<file path="config.mk">
export PLATFORM = sky130hd
export DESIGN_NAME = menu_scroller_flat
export DESIGN_NICKNAME = d
export VERILOG_FILES = /design/src/rtl/menu_scroller_if.sv /design/src/rtl/menu_scroller.sv /design/src/flat_wrapper.sv
export SDC_FILE = /design/constraint.sdc
export NUM_CORES = 1
export LEC_CHECK = 0
export CAP_MARGIN = 40
export CORE_MARGIN = 1
export CORE_UTILIZATION = 55
export CTS_BUF_LIST = sky130_fd_sc_hd__clkbuf_8
export CTS_CLUSTER_DIAMETER = 60
export DETAILED_ROUTE_END_ITERATION = 10
export HOLD_SLACK_MARGIN = 0.06
export PLACE_DENSITY = 0.71
export SLEW_MARGIN = 20
export SYNTH_ARGS = -nofsm -noshare
export SYNTH_HDL_FRONTEND = slang
export SYNTH_SLANG_ARGS = --single-unit
</file>
<file path="constraint.sdc">
create_clock -name clk -period 5.4 [get_ports clk]
set_clock_uncertainty 0.15 [all_clocks]
set_input_delay 1.08 -clock clk [delete_from_list [all_inputs] [get_ports clk]]
set_output_delay 1.08 -clock clk [all_outputs]
set_load 0.1 [all_outputs]
</file>
<file path="src/rtl/menu_scroller_if.sv">
// ============================================================================
// Module      : menu_scroller_if
// Description : Menu bus between the game state machine, the menu scroller
//               and the display driver. presente carries the game state in;
//               display_menu and scroll_wrap carry the text window out.
// Revision    : 1.0 - initial release
// ============================================================================
`default_nettype none

interface menu_scroller_if;
  logic [2:0]  presente;
  logic [27:0] display_menu;
  logic        scroll_wrap;

  // Game-side view: drives the state, observes the text window
  modport master (
    output presente,
    input  display_menu,
    input  scroll_wrap
  );

  // Scroller-side view
  modport slave (
    input  presente,
    output display_menu,
    output scroll_wrap
  );
endinterface

`default_nettype wire

</file>
<file path="src/rtl/menu_scroller.sv">
// ============================================================================
// Module      : menu_scroller
// Description : Scrolling 4-character 7-segment text engine for the welcome
//               (WLCM) and character-select (CH) game states. A tick divider
//               paces the scroll; the window rests HOLD_STEPS ticks at index 0
//               before scrolling through the message, then wraps and holds
//               again. Output is blank in every other game state.
//               Optional macro MENU_BLINK_EN: blink the window during HOLD.
// Revision    : 1.0 - initial release
// ============================================================================
`default_nettype none

module menu_scroller #(
  parameter int SCROLL_DIV = 13_500_000,
  parameter int HOLD_STEPS = 2
) (
  input  logic            clk,
  input  logic            rst_n,
  menu_scroller_if.slave  bus
);

  localparam int CW = (SCROLL_DIV > 1) ? $clog2(SCROLL_DIV) : 1;
  localparam logic [CW-1:0] CNT_MAX  = CW'(SCROLL_DIV - 1);
  localparam logic [3:0]    HOLD_MAX = 4'(HOLD_STEPS - 1);

  localparam logic [2:0] P_WLCM = 3'd1;
  localparam logic [2:0] P_CH   = 3'd2;

  localparam logic [3:0] LEN_WLCM = 4'd13;
  localparam logic [3:0] LEN_CH   = 4'd14;

  // Glyphs, bit6..bit0 = segments a..g
  localparam logic [6:0] G_H  = 7'b0110111;
  localparam logic [6:0] G_O  = 7'b1111110;
  localparam logic [6:0] G_L  = 7'b0001110;
  localparam logic [6:0] G_A  = 7'b1110111;
  localparam logic [6:0] G_E  = 7'b1001111;
  localparam logic [6:0] G_R  = 7'b0000101;
  localparam logic [6:0] G_I  = 7'b0110000;
  localparam logic [6:0] G_G  = 7'b1011110;
  localparam logic [6:0] G_BL = 7'b0000000;

  typedef enum logic [1:0] {
    S_IDLE   = 2'd0,
    S_HOLD   = 2'd1,
    S_SCROLL = 2'd2
  } state_t;

  state_t        state, state_nx;
  logic [CW-1:0] cnt, cnt_nx;
  logic [3:0]    idx, idx_nx;
  logic [3:0]    hold_cnt, hold_nx;
  logic          msg_sel, sel_nx;      // 0 = WLCM text, 1 = CH text
  logic          wrap_q, wrap_nx;
  logic [27:0]   disp_q, disp_nx;
  logic          tick;
  logic          req_active;
  logic          req_sel;

  // Message ROM: sel 0 = "HOLA HErOE   ", sel 1 = "ELIGE HErOE   "
  function automatic logic [6:0] glyph(input logic sel, input logic [4:0] pos);
    logic [6:0] g;
    g = G_BL;
    if (!sel) begin
      case (pos)
        5'd0: g = G_H;  5'd1: g = G_O;  5'd2: g = G_L;  5'd3: g = G_A;
        5'd5: g = G_H;  5'd6: g = G_E;  5'd7: g = G_R;  5'd8: g = G_O;
        5'd9: g = G_E;
        default: g = G_BL;
      endcase
    end else begin
      case (pos)
        5'd0:  g = G_E; 5'd1:  g = G_L; 5'd2: g = G_I; 5'd3: g = G_G;
        5'd4:  g = G_E; 5'd6:  g = G_H; 5'd7: g = G_E; 5'd8: g = G_R;
        5'd9:  g = G_O; 5'd10: g = G_E;
        default: g = G_BL;
      endcase
    end
    return g;
  endfunction

  // Next-state logic: game-state changes override the divider/hold/scroll flow
  always_comb begin
    state_nx   = state;
    cnt_nx     = cnt;
    idx_nx     = idx;
    hold_nx    = hold_cnt;
    sel_nx     = msg_sel;
    wrap_nx    = 1'b0;
    tick       = (cnt == CNT_MAX);
    req_active = (bus.presente == P_WLCM) || (bus.presente == P_CH);
    req_sel    = (bus.presente == P_CH);

    if (!req_active) begin
      state_nx = S_IDLE;
      cnt_nx   = '0;
      idx_nx   = '0;
      hold_nx  = '0;
    end else if (state == S_IDLE || req_sel != msg_sel) begin
      // Entry from IDLE or a switch between the two texts restarts the hold
      state_nx = S_HOLD;
      cnt_nx   = '0;
      idx_nx   = '0;
      hold_nx  = '0;
      sel_nx   = req_sel;
    end else begin
      cnt_nx = tick ? '0 : cnt + 1'b1;
      case (state)
        S_HOLD: begin
          if (tick) begin
            if (hold_cnt == HOLD_MAX) begin
              hold_nx  = '0;
              state_nx = S_SCROLL;
            end else begin
              hold_nx = hold_cnt + 4'd1;
            end
          end
        end
        S_SCROLL: begin
          if (tick) begin
            if (idx == ((msg_sel ? LEN_CH : LEN_WLCM) - 4'd1)) begin
              idx_nx   = '0;
              wrap_nx  = 1'b1;
              state_nx = S_HOLD;
            end else begin
              idx_nx = idx + 4'd1;
            end
          end
        end
        default: begin
          state_nx = S_IDLE;
          cnt_nx   = '0;
          idx_nx   = '0;
          hold_nx  = '0;
        end
      endcase
    end
  end

  // Window of four glyphs at the current index; modulo by compare/subtract
  always_comb begin
    logic [4:0] pos;
    logic [4:0] len;
    disp_nx = '0;
    len     = {1'b0, (msg_sel ? LEN_CH : LEN_WLCM)};
    for (int k = 0; k < 4; k++) begin
      pos = {1'b0, idx} + 5'(k);
      if (pos >= len) pos = pos - len;
      disp_nx[27 - 7*k -: 7] = glyph(msg_sel, pos);
    end
    if (state == S_IDLE) disp_nx = '0;
`ifdef MENU_BLINK_EN
    // Blank the second half of each tick period while resting at index 0
    if (state == S_HOLD && cnt >= CW'(SCROLL_DIV / 2)) disp_nx = '0;
`endif
  end

  // State, counters and registered outputs
  always_ff @(posedge clk or negedge rst_n) begin
    if (!rst_n) begin
      state    <= S_IDLE;
      cnt      <= '0;
      idx      <= '0;
      hold_cnt <= '0;
      msg_sel  <= 1'b0;
      wrap_q   <= 1'b0;
      disp_q   <= '0;
    end else begin
      state    <= state_nx;
      cnt      <= cnt_nx;
      idx      <= idx_nx;
      hold_cnt <= hold_nx;
      msg_sel  <= sel_nx;
      wrap_q   <= wrap_nx;
      disp_q   <= disp_nx;
    end
  end

  assign bus.display_menu = disp_q;
  assign bus.scroll_wrap  = wrap_q;

endmodule

`default_nettype wire

</file>
<file path="src/flat_wrapper.sv">
// flat-port wrapper written by rule: the top's interface ports become plain ports
module menu_scroller_flat 
#(
  parameter int SCROLL_DIV = 13_500_000,
  parameter int HOLD_STEPS = 2
)
  (clk, rst_n, bus_presente, bus_display_menu, bus_scroll_wrap);
  menu_scroller_if bus_i ();
  input  logic clk;
  input  logic rst_n;
  input wire logic [$bits(bus_i.presente)-1:0] bus_presente;
  output wire logic [$bits(bus_i.display_menu)-1:0] bus_display_menu;
  output wire logic [$bits(bus_i.scroll_wrap)-1:0] bus_scroll_wrap;
  assign bus_i.presente = bus_presente;
  assign bus_display_menu = bus_i.display_menu;
  assign bus_scroll_wrap = bus_i.scroll_wrap;
  menu_scroller #(.SCROLL_DIV(SCROLL_DIV), .HOLD_STEPS(HOLD_STEPS)) u_core (.clk(clk), .rst_n(rst_n), .bus(bus_i));
endmodule
</file>
== Word level (Yosys, flattened, before mapping) ==
Memory sizes are Yosys's and may differ from the RTL's.
Index checks and enable logic that the tools add are counted.

* Input bits: 5
* Output and inout port bits: 29
* Bits in registers: 64
* RAM bits: 0
* Word-level logic and storage cells: 96
* Memory bits (read-only): 896
* Memories kept: 8
* Bits in latches: 0

* Shift-type cells: 0
* Multiplexer cells: 44
* Multipliers: 0
* Bitwise gates (word level): 0
* Reductions and logical operators: 8
* Equal/unequal tests: 14
* $lt $le $gt $ge: 4
* Add/sub/neg operators: 11
* Divide/modulo/power cells: 0

{| class="wikitable"
|+ Memories
! name !! depth !! width !! read ports !! clocked after memory_dff !! wr ports !! RTL line !! text
|-
| (no name shown) || 16 || 7 || 1 || 0 || 0 || menu_scroller.sv:65 || <nowiki>case (pos)</nowiki>
|-
| (no name shown) || 16 || 7 || 1 || 0 || 0 || menu_scroller.sv:72 || <nowiki>case (pos)</nowiki>
|-
| (no name shown) || 16 || 7 || 1 || 0 || 0 || menu_scroller.sv:65 ||
|-
| (no name shown) || 16 || 7 || 1 || 0 || 0 || menu_scroller.sv:72 ||
|-
| (no name shown) || 16 || 7 || 1 || 0 || 0 || menu_scroller.sv:65 ||
|-
| (no name shown) || 16 || 7 || 1 || 0 || 0 || menu_scroller.sv:72 ||
|-
| +2 memories || - || - || - || - || - || - ||
|}

{| class="wikitable"
|+ Operators with widths
! operator !! count
|-
| two-way mux 24 bit || 4
|-
| two-way mux 7 bit || 12
|-
| two-way mux 4 bit || 8
|-
| two-way mux 28 bit || 1
|-
| adder 24 x 1 -> 24 bit (second input constant) || 1
|-
| == test 24 bit (second input constant) || 1
|-
| two-way mux 5 bit || 4
|-
| case mux 4 bit (2 select lines) || 2
|-
| >= comparator 5 x 4 -> 1 bit || 3
|-
| subtractor 5 x 4 -> 5 bit || 3
|-
| two-way mux 2 bit || 7
|-
| adder 4 x 2 -> 5 bit (second input constant) || 2
|-
| adder 4 x 1 -> 4 bit (second input constant) || 2
|-
| inequality test 4 x 3 -> 1 bit (second input constant) || 2
|-
| inequality test 4 bit (second input constant) || 2
|-
| inequality test 3 bit (second input constant) || 2
|-
| AND reduction 2 bit || 3
|-
| adder 4 x 1 -> 5 bit (second input constant) || 1
|-
| two-way mux 1 bit || 5
|-
| subtractor 4 x 4 -> 5 bit || 1
|-
| == test 4 x 1 -> 1 bit (second input constant) || 1
|-
| == test 4 bit || 1
|-
| >= comparator 4 bit || 1
|-
| case mux 2 bit (2 select lines) || 1
|-
| 10 further kinds || 11
|}

== Logic depth before layout (Yosys ltp) ==
* Word-level depth: 8
* Gate-level depth with buffers: 16
* Depth with buffers taken out: 14

== Worst setup path before layout ==
Ideal clock, no wire load.

* Path kind: register to register
* From: register u_core.msg_sel
* To: register u_core.disp_q[6] (netlist: u_core.bus.display_menu[6])
* Buffers on the path: 3
* Path slack: 1.312 ns
* Period minus slack after synthesis: 4.088 ns
* Arrival time: 3.861 ns
* Stages on the path, launching flop included: 15
* Cells stage by stage: dfrtp_1 > clkbuf_1 > inv_1 > clkbuf_1 > ha_1 > buf_2 > nand2_1 > a21o_1 > a31oi_1 > mux2i_1 > inv_1 > ha_1 > or3_1 > a31o_1 > a21oi_1

* Word-level cells in the longest chain between the ends: 7
* Elaborated cells on any way between the ends: 10
* Those cells by class: add/sub: 1; order compare: 1; mux: 6; memory: 2

{| class="wikitable"
|+ Ends and longest elaborated chain
! item !! RTL line !! text
|-
| start: declaration || menu_scroller.sv:53 || <nowiki>logic msg_sel, sel_nx;</nowiki>
|-
| start signal: assignment || menu_scroller.sv:173 || <nowiki>msg_sel <= sel_nx;</nowiki>
|-
| two-way mux 2 bit || menu_scroller.sv:145 || <nowiki>len = {1'b0, (msg_sel ? LEN_CH : LEN_WLCM)};</nowiki>
|-
| subtractor 5 x 4 -> 5 bit or >= comparator 5 x 4 -> 1 bit (tied branches) || menu_scroller.sv:148 || <nowiki>if (pos >= len) pos = pos - len;</nowiki>
|-
| two-way mux 5 bit || menu_scroller.sv:148 ||
|-
| memory read (16 x 7 bit), on equally long branches || - ||
|-
| two-way mux 7 bit, on equally long branches || menu_scroller.sv:65, menu_scroller.sv:72 ||
|-
| two-way mux 7 bit (*) || menu_scroller.sv:64 || <nowiki>if (!sel) begin</nowiki>
|-
| two-way mux 28 bit (*) || menu_scroller.sv:151 || <nowiki>if (state == S_IDLE) disp_nx = '0;</nowiki>
|-
| named net u_core.disp_nx[6] || menu_scroller.sv:55 || <nowiki>logic [27:0] disp_q, disp_nx;</nowiki>
|-
| end signal: assignment || menu_scroller.sv:175 || <nowiki>disp_q <= disp_nx;</nowiki>
|-
| end: declaration || menu_scroller.sv:55 ||
|}

Mark *: on every way through the listed nets, which the timed path passes. The rest lies on a longest branch.
A chain may end at the register's enable or synchronous reset.

== Final worst setup path ==
* From: register u_core.idx[0]
* To: register u_core.disp_q[6] (netlist: u_core.bus.display_menu[6])

* Word-level cells in the longest chain between the ends: 7
* Elaborated cells on any way between the ends: 10
* Those cells by class: add/sub: 2; order compare: 1; mux: 5; memory: 2

{| class="wikitable"
|+ Ends and longest elaborated chain
! item !! RTL line !! text
|-
| start: declaration || menu_scroller.sv:51 || <nowiki>logic [3:0] idx, idx_nx;</nowiki>
|-
| start signal: assignment || menu_scroller.sv:171 || <nowiki>idx <= idx_nx;</nowiki>
|-
| adder 4 x 2 -> 5 bit (*) || menu_scroller.sv:147 || <nowiki>pos = {1'b0, idx} + 5'(k);</nowiki>
|-
| subtractor 5 x 4 -> 5 bit or >= comparator 5 x 4 -> 1 bit (tied branches) || menu_scroller.sv:148 ||
|-
| two-way mux 5 bit (*) || menu_scroller.sv:148 ||
|-
| memory read (16 x 7 bit), on equally long branches || - ||
|-
| two-way mux 7 bit, on equally long branches || menu_scroller.sv:65, menu_scroller.sv:72 ||
|-
| two-way mux 7 bit (*) || menu_scroller.sv:64 ||
|-
| two-way mux 28 bit (*) || menu_scroller.sv:151 ||
|-
| named net u_core.disp_nx[6] || menu_scroller.sv:55 ||
|}

Marked as above.

==> results.py <==
metrics = {
    "routing": {
        "drtAntennaViolNets": 0,
        "drtIter0Drc": 214,
        "via_count": 4442,
        "post_drt_wl_per_cell_um": 15.35,
        "firstDrtPassIters": 5,
        "vias_per_cell": 5.915,
        "routed_wl_mm": 11.53,
        "drc": 0,
    },
    "clock_tree": {
        "clock_path_buffers": 2,
        "clock_sinks": 64,
        "cts_buffers": 9,
        "h-tree-depth": 3,
        "clock_latency_ns": 0.35,
        "cts_hold_buf": 0,
        "root_buffer": "clkbuf_8",
        "cts_resized": 0,
        "postCtsSetupBuffers": 0,
        "tritoncts": "built",
        "cts.clk_slew.worst_paths_ns": 0.08,
    },
    "critical_path": {
        "start_kind": "flip-flop",
        "crit_chain": "inv_1 -> ha_1 -> inv_1 -> ha_1 -> a21o_1 -> a31oi_1 -> mux2i_1 -> inv_1 -> ha_1 -> or3_1 -> a31o_1 -> a21oi_1",
        "crit_buf_inv": 3,
        "slowest_stage": "mux2i_1",
        "reg2reg_slack_ns": 1.19,
        "cp_top_family": "adder cells",
        "end_kind": "flip-flop",
        "crit_type": "reg -> reg",
        "r2r_cells": 12,
        "worst_ep_arrival_time_ns": 4.34,
        "crit_fanout": 11,
        "rr_startpoint": "u_core.idx[0]",
        "worstPathRequired_ns": 5.53,
        "timing.rr.end": "u_core.bus.display_menu[6]",
        "critPathMaxStageDelay_ns": 0.63,
    },
    "floorplanning": {
        "die_x_um": 97.42,
        "coreArea_um2": 8763,
        "die_h_um": 97.42,
        "die-area_um2": 9490,
        "start_util": 0.5714,
        "io_pins": 34,
        "fp-row-count": 34,
    },
    "cells_and_area": {
        "area_growth_pct": 21.21,
        "n_antenna_cell": 0,
        "final_nets": 693,
        "regArea_um2": 1602,
        "final_util": 0.6926,
        "drive_gt1_frac": 0.1182,
        "multi_input_area_um2": 3194,
        "fillers": 700,
    },
    "timing": {
        "min_period_over_period": 0.7798,
        "rsz0062_at_grt": "false",
        "post-route-min-period_ns": 4.211,
        "setup-violations-final": 0,
        "hold_violations": 0,
        "worstMarginPinSlew_ns": 0.7764,
        "fin_tns_setup_ns": 0,
        "final_max_slew_viol_count": 0,
        "max_slew_margin": 0.4780,
        "fmax_mhz": 237.5,
    },
    "synthesis": {
        "synth_edf_count": 0,
        "avgSynthCellArea_um2": 8.618,
        "syn_inst": 581,
        "yosys_warnings": 0,
        "yosysSeqAreaShare": 0.3198,
        "synth_nets": 635,
        "synth.distinct_cells": 70,
        "synth_area_um2": 5007,
        "synthArstFlopShare": 1.000,
        "ys_ff_latch": 64,
        "ys_dominant_reg_cell": "dfrtp_1",
    },
    "placement": {
        "dpl.hpwl_mm": 7.980,
        "port_buffers": 33,
        "gp_congestion": 0.9454,
    },
    "run_status": {
        "status": "finished clean",
    },
    "global_route": {
        "met1_usage": 0.3553,
        "grt_pass1_wl_mm": 19.99,
        "grt-busiest-layer": "met2",
        "grt_max_degree": 65,
        "grt-ovfl-total": 0,
        "track_usage": 0.2575,
        "grt_pass1_vias": 4250,
        "gr-usage-met2": 0.4153,
        "antenna_found_initial": 0,
        "met3_usage": 0.02950,
    },
    "min_path": {
        "holdPathEnd": "u_core.cnt[0]",
        "whs_path_depth": 1,
        "hold_class": "reg -> reg",
        "hp-start": "u_core.cnt[0]",
    },
    "job": {
        "maxCapViolCount": 0,
    },
    "power": {
        "leakagePower_nw": 2.535,
        "max-vdd-ir-drop_mv": 0.1399,
        "powerDensity_nw_per_um2": 208.9,
    },
}
final cells by class:
| type | instances | area share |
|---|---|---|
| Multi-Input combinational cell | 466 | 0.5263 |
| Sequential cell | 64 | 0.2639 |
| Timing Repair Buffer | 71 | 0.1404 |
| Tap cell | 108 | 0.02226 |
| Clock buffer | 9 | 0.02041 |
| Inverter | 27 | 0.01670 |
| Clock inverter | 6 | 0.01010 |
flip-flops by register name, indices dropped and copies added, names as in the netlist:
name	flops
u_core.bus.scroll_wrap	1
u_core.cnt	24
u_core.bus.display_menu	28
u_core.msg_sel	1
u_core.hold_cnt	4
u_core.idx	4
u_core.state	2
power breakdown:
group | switching (mW) | total [mW] | internal, mW
combinational | 0.231 | 0.349 | 0.118
clock | 0.206 | 0.415 | 0.209
sequential | 0.00644 | 0.504 | 0.498
total | 0.443 | 1.27 | 0.824
worst reg2reg max path, stage by stage (launching register included):
cell     delay [ns]
dfrtp_1        0.54
inv_1          0.20
ha_1           0.37
inv_1          0.21
ha_1           0.30
a21o_1         0.20
a31oi_1        0.21
mux2i_1        0.63
inv_1          0.19
ha_1           0.39
or3_1          0.42
a31o_1         0.22
a21oi_1        0.10
worst max path at each step:
stage | from | endpoint | cells past startpoint
floorplan | u_core.msg_sel | u_core.bus.display_menu[6] | 14
global placement | u_core.idx[1] | u_core.bus.display_menu[6] | 12
detailed placement | u_core.idx[0] | u_core.bus.display_menu[6] | 12
CTS | u_core.idx[0] | u_core.bus.display_menu[6] | 12
global route | u_core.idx[0] | u_core.bus.display_menu[6] | 12
finish | u_core.idx[0] | u_core.bus.display_menu[6] | 12
synthesized netlist by cell type, drive strengths merged (2+ instances only):
library cell,count,area (um2)
a211o,2,17.52
a211oi,14,110.1
a21boi,3,22.52
a21o,2,15.01
a21oi,35,186.4
a221oi,2,17.52
a22oi,3,22.52
a2bb2oi,2,17.52
a311oi,3,26.28
a31oi,11,68.82
a32oi,2,17.52
and2,7,43.79
and3,8,50.05
buf,13,68.81
clkbuf,11,41.29
dfrtp,64,1602
fa,4,80.08
ha,45,563.0
inv,27,101.4
mux2,4,45.04
mux2i,17,170.2
nand2,47,178.9
nand2b,9,56.30
nand3,20,100.1
nand3b,5,37.54
nand4,5,31.28
nor2,63,244.0
nor2b,4,25.02
nor3,17,85.08
nor3b,2,15.01
nor4bb,3,30.03
o211ai,7,52.55
o21a,4,30.03
o21ai,54,274.0
o2bb2ai,3,32.53
o31a,2,18.77
o31ai,5,56.30
or2,5,31.28
or3,6,37.54
xnor2,14,141.4
xor2,15,131.4
layout by cell type, fill, tap and decap left out, types with 20 or more instances in the layout:
cell type        synthesis  final
nand3_1                 20     20
dfrtp_1                 64     64
o21ai_0                 42     42
nand2_1                 46     46
inv_1                   25     25
buf_8                    0     29
nor2_1                  62     62
a21oi_1                 32     32
clkdlybuf4s50_1          0     32
ha_1                    45     45
per-layer routing:
metal  routed length (um)  up-vias  share of wire
li1                     -     2187              -
met2                 5410      129           0.47
met3                  416       16          0.036
met4                  202        0          0.018
met1                 5496     2110           0.48
met5                    0        -              0
stage by stage:
| step | area (um2) | std cells | worst slack [ns] | hold WS (ns) | power (mW) |
|---|---|---|---|---|---|
| global placement | 5395 | 703 | 1.419 | 0.3194 | 0.7972 |
| detailed placement | 5849 | 734 | 1.258 | 0.3365 | 0.8587 |
| finish | 6070 | 751 | 1.189 | 0.3480 | 1.268 |
| global route | 6070 | 751 | 0.9075 | 0.3672 | 1.315 |
| floorplan | 5007 | 581 | 1.312 | 0.2979 | 0.7251 |
| CTS | 6035 | 749 | 1.210 | 0.3466 | 1.275 |
kinds of logic (layout without fill, tap and decap cells):
family	Yosys count	in the layout	synth area share
simple gates	204	204	0.1977
compound gates	163	163	0.2144
flops	64	64	0.3198
buf+inv	51	113	0.04223
fa+ha+maj	49	49	0.1284
xor+xnor	29	29	0.05447
mux	21	21	0.04298
No activity file was read; power rests on OpenSTA's default activity.
